## src/rtl/fifo_rd_serializer.sv

```systemverilog
// Pops words from a synchronous FIFO and transmits each one as a UART-style
// frame: start bit, WIDTH data bits LSB-first, then STOP_BITS stop bits.
module fifo_rd_serializer #(
  parameter int WIDTH        = 16,
  parameter int CLKS_PER_BIT = 4,
  parameter int STOP_BITS    = 1
) (
  input  logic             clk,
  input  logic             rst,
  input  logic             en,
  input  logic             fifo_empty,
  input  logic [WIDTH-1:0] fifo_dout,
  input  logic             fifo_valid,
  input  logic             fifo_under,
  output logic             fifo_re,
  output logic             txd,
  output logic             busy,
  output logic [15:0]      word_cnt,
  output logic             err
);

  localparam int BAUD_W = $clog2(CLKS_PER_BIT + 1);
  localparam int BIT_W  = (WIDTH > 1) ? $clog2(WIDTH) : 1;

  localparam logic [BAUD_W-1:0] BAUD_LAST = BAUD_W'(CLKS_PER_BIT - 1);
  localparam logic [BIT_W-1:0]  DATA_LAST = BIT_W'(WIDTH - 1);
  localparam logic [BIT_W-1:0]  STOP_LAST = BIT_W'(STOP_BITS - 1);

  typedef enum logic [2:0] {
    IDLE,
    REQ,
    WAIT,
    START,
    DATA,
    STOP
  } state_t;

  state_t             state_reg;
  logic [WIDTH-1:0]   shift_reg;
  logic [BAUD_W-1:0]  baud_reg;
  logic [BIT_W-1:0]   bit_reg;
  logic               wait_reg;
  logic               fifo_re_reg;
  logic               txd_reg;
  logic [15:0]        word_cnt_reg;
  logic               err_reg;
  logic               baud_tick;

  assign baud_tick = (baud_reg == BAUD_LAST);

  assign fifo_re  = fifo_re_reg;
  assign txd      = txd_reg;
  assign busy     = (state_reg != IDLE);
  assign word_cnt = word_cnt_reg;
  assign err      = err_reg;

  always_ff @(posedge clk) begin
    if (rst) begin
      state_reg    <= IDLE;
      shift_reg    <= '0;
      baud_reg     <= '0;
      bit_reg      <= '0;
      wait_reg     <= 1'b0;
      fifo_re_reg  <= 1'b0;
      txd_reg      <= 1'b1;
      word_cnt_reg <= '0;
      err_reg      <= 1'b0;
    end else begin
      case (state_reg)
        IDLE: begin
          txd_reg <= 1'b1;
          if (en && !fifo_empty) begin
            fifo_re_reg <= 1'b1;
            state_reg   <= REQ;
          end
        end
        REQ: begin
          fifo_re_reg <= 1'b0;
          wait_reg    <= 1'b0;
          state_reg   <= WAIT;
        end
        WAIT: begin
          // Data is captured here, so later changes on fifo_dout cannot corrupt the frame.
          if (fifo_valid) begin
            shift_reg <= fifo_dout;
            txd_reg   <= 1'b0;
            baud_reg  <= '0;
            wait_reg  <= 1'b0;
            state_reg <= START;
          end else if (fifo_under || wait_reg) begin
            err_reg   <= 1'b1;
            wait_reg  <= 1'b0;
            state_reg <= IDLE;
          end else begin
            wait_reg <= 1'b1;
          end
        end
        START: begin
          if (baud_tick) begin
            baud_reg  <= '0;
            bit_reg   <= '0;
            txd_reg   <= shift_reg[0];
            shift_reg <= shift_reg >> 1;
            state_reg <= DATA;
          end else begin
            baud_reg <= baud_reg + BAUD_W'(1);
          end
        end
        DATA: begin
          if (baud_tick) begin
            baud_reg <= '0;
            if (bit_reg == DATA_LAST) begin
              bit_reg   <= '0;
              txd_reg   <= 1'b1;
              state_reg <= STOP;
            end else begin
              bit_reg   <= bit_reg + BIT_W'(1);
              txd_reg   <= shift_reg[0];
              shift_reg <= shift_reg >> 1;
            end
          end else begin
            baud_reg <= baud_reg + BAUD_W'(1);
          end
        end
        STOP: begin
          // bit_reg is reused to count stop bits so the baud counter stays narrow.
          if (baud_tick) begin
            baud_reg <= '0;
            if (bit_reg == STOP_LAST) begin
              bit_reg      <= '0;
              word_cnt_reg <= word_cnt_reg + 16'd1;
              state_reg    <= IDLE;
            end else begin
              bit_reg <= bit_reg + BIT_W'(1);
            end
          end else begin
            baud_reg <= baud_reg + BAUD_W'(1);
          end
        end
        default: begin
          state_reg <= IDLE;
        end
      endcase
    end
  end

endmodule

```

## config.mk

```make
export PLATFORM = sky130hd
export DESIGN_NAME = fifo_rd_serializer
export DESIGN_NICKNAME = d
export VERILOG_FILES = /design/src/rtl/fifo_rd_serializer.sv
export SDC_FILE = /design/constraint.sdc
export NUM_CORES = 1
export LEC_CHECK = 0
export ABC_AREA = 1
export CAP_MARGIN = 20
export CORE_ASPECT_RATIO = 1.2
export CORE_UTILIZATION = 42
export CTS_BUF_LIST = sky130_fd_sc_hd__clkbuf_16
export CTS_CLUSTER_SIZE = 14
export DETAILED_ROUTE_END_ITERATION = 6
export PLACE_DENSITY = 0.66
export SETUP_SLACK_MARGIN = 0.02
export SLEW_MARGIN = 40
export SYNTH_ARGS = -nofsm -noshare
export SYNTH_HDL_FRONTEND = slang
export SYNTH_SLANG_ARGS = --single-unit
```

## constraint.sdc

```tcl
create_clock -name clk -period 1.9 [get_ports clk]
set_input_delay 0.285 -clock clk [delete_from_list [all_inputs] [get_ports clk]]
set_output_delay 0.285 -clock clk [all_outputs]
set_load 0.1 [all_outputs]
```

==> summary.txt <==
largest net degree at the start of global routing -> 30
syn_nets -> 413
synth top area cells -> dfxtp_1 37%, nand2_1 17%, nor2_1 12%
nets -> 457
DR vias/cell -> 4.70
Min Hold Slack -> 455 ps
Pleak -> 0.00142 uW
Max-slew headroom -> 79.0%
IO buf count -> 41
wire per inst -> 10.4 um
htree depth -> 2
Final Slew Violations -> 0
final WL -> 5.33 mm
CTS clk-pin slew, worst paths -> 70 ps
TritonCTS clock tree -> done
die width -> 72.3 um
DR pass1 iterations -> 4
total CTS buffers -> 5
drt drc -> 0
clk root buf -> clkbuf_16
Yosys reg bits -> 46
CTS resizes -> 0
die area -> 6240 um^2
actual slew at the worst max-slew pin -> 315 ps
mean area per synthesized cell -> 6.43 um^2
required time worst endpoint -> 2080 ps
setup TNS -> 0 ps
crit path DAT -> 1850 ps
Core Region -> 5670 um^2
Peak VDD IR -> 0.398 mV
initial core utilization -> 43.9%
fin crit share -> 87.8%
most frequent cells in the layout -> 113 x nand2_1, 78 x nor2_1, 40 x dfxtp_1
total grt overflow -> 0
distinct cell type count after synthesis -> 26
GP Congestion -> 0.793
most common cell after layout, fill and taps aside -> nand2_1
HPWL Detailed -> 3.88 mm
initial antenna violation count -> 0
share of cells above drive strength 1 -> 16.0%
sequential area share after synthesis -> 37.0%
Final setup viols -> 0
Mapped Area -> 2490 um^2
status -> completed
share of the synthesized area in the top cell type -> 37.0%
gr usage total -> 18.5%
Site Rows -> 30
number of max-cap violations -> 0
Final Hold Viols -> 0
Fin Clk Skew -> 5.88 ps
via count -> 2,404
total power divided by cell area -> 1140 nW/um^2
Worst-Skew Late Latency -> 290 ps
CP Class -> reg2reg
unrepaired setup endpoints after global routing -> false
clock buffer depth -> 2
min Tclk post-route -> 1670 ps
Mapped Cells -> 387
worst min path class -> reg2reg
die span in y -> 86.3 um
CTS Sinks -> 46
Iter 0 DRT Violations -> 68
vias in the first global route -> 2,199
Synth Warn # -> 0
Final ANT Viol Nets -> 0
leading area contributor after synthesis -> dfxtp_1
CP Max Fanout -> 4
type of origin of the critical path -> flip-flop
Area Overhead vs Synth -> 25.4%
I/O Pins -> 42
Hold Buf Count CTS -> 0
# diodes -> 0
first-pass GRT wire length -> 9.29 mm
fmax -> 0.599 GHz
crit path capture type -> flip-flop
Post-CTS Setup Inserts -> 0
[power breakdown]
group / leakage, uW / switching, uW / internal, uW / total [uW]
clock: 0.0000836 / 363 / 616 / 979
combinational: 0.000956 / 906 / 483 / 1390
sequential: 0.000377 / 79.4 / 1110 / 1190
total: 0.00142 / 1350 / 2210 / 3550
[cells in the mapped netlist]
master    count
nor3b_1       2
nor2_2       10
clkbuf_1      5
o21ai_1       7
a31oi_1       2
nand4_1       6
buf_2         2
nand2_1     113
a21oi_1      17
nand3_2       4
buf_6         3
inv_1        33
dfxtp_1      46
nand2_2       2
o21ai_2       3
ha_1          4
buf_8         1
nand2_4       1
o21ai_4       1
nor2_1       78
nand3_1      19
xor2_1        5
and2_0        1
o21ai_0      12
nor3_1        3
inv_2         7
[kinds of logic after synthesis]
family | count (synthesis) | share of synthesized area [%]
DFF | 46 | 37.0
buffers and inverters | 51 | 9.15
adders and majority gates | 4 | 2.01
xor gates and xnor gates | 5 | 1.76
AOI/OAI and AO/OA | 42 | 9.45
and+or+nand+nor | 239 | 40.7
[layout make-up]
cell class                      count  area (um^2)
Clock buffer                        5          125
Clock inverter                      3         40.0
Fill cell                         604         2540
Inverter                           40          150
Multi-Input combinational cell    290         1340
Sequential cell                    46          928
Tap cell                           80          100
Timing Repair Buffer               48          438
[worst max-delay path, cell delays in order (launching register included)]
cell and delay [ps]:
dfxtp_1 330, inv_1 80, ha_1 200, nand2_1 70
nor2_1 190, nand3_1 190, nor2_1 300, nand2_1 100
nand2_1 70, a21oi_1 40
[through the flow]
step / util [%] / instances / setup WS [ps] / area, um^2 / power [uW]
floorplan: - / 387 / 57.6 / 2500 / 2330
global placement: 52.2 / 504 / 310 / 2960 / 2590
detailed placement: 52.2 / 504 / 229 / 2960 / 2610
CTS: 55.1 / 512 / 227 / 3120 / 3590
global route: 55.1 / 512 / 78.2 / 3120 / 3810
finish: 55.1 / 512 / 232 / 3120 / 3550
[metal layers]
metal	wire length (um)	GRT usage [%]	vias to the layer above
li1	-	-	1297
met1	2490	21.8	1052
met2	2540	33.0	50
met3	218	3.14	5
met4	82	7.66	0
met5	0	0	-
[worst paths after layout]
kind / from / end / slack (ps) / depth (start not counted)
worst max register to register: bit_reg[0] / word_cnt[10] / 230 / 9
worst min register to register: word_cnt[3] / word_cnt[3] / 460 / 1
worst min-delay path: word_cnt[3] / word_cnt[3] / 460 / 1
worst max-delay path: bit_reg[0] / word_cnt[10] / 230 / 9
Power figures use the tool's default switching activity.
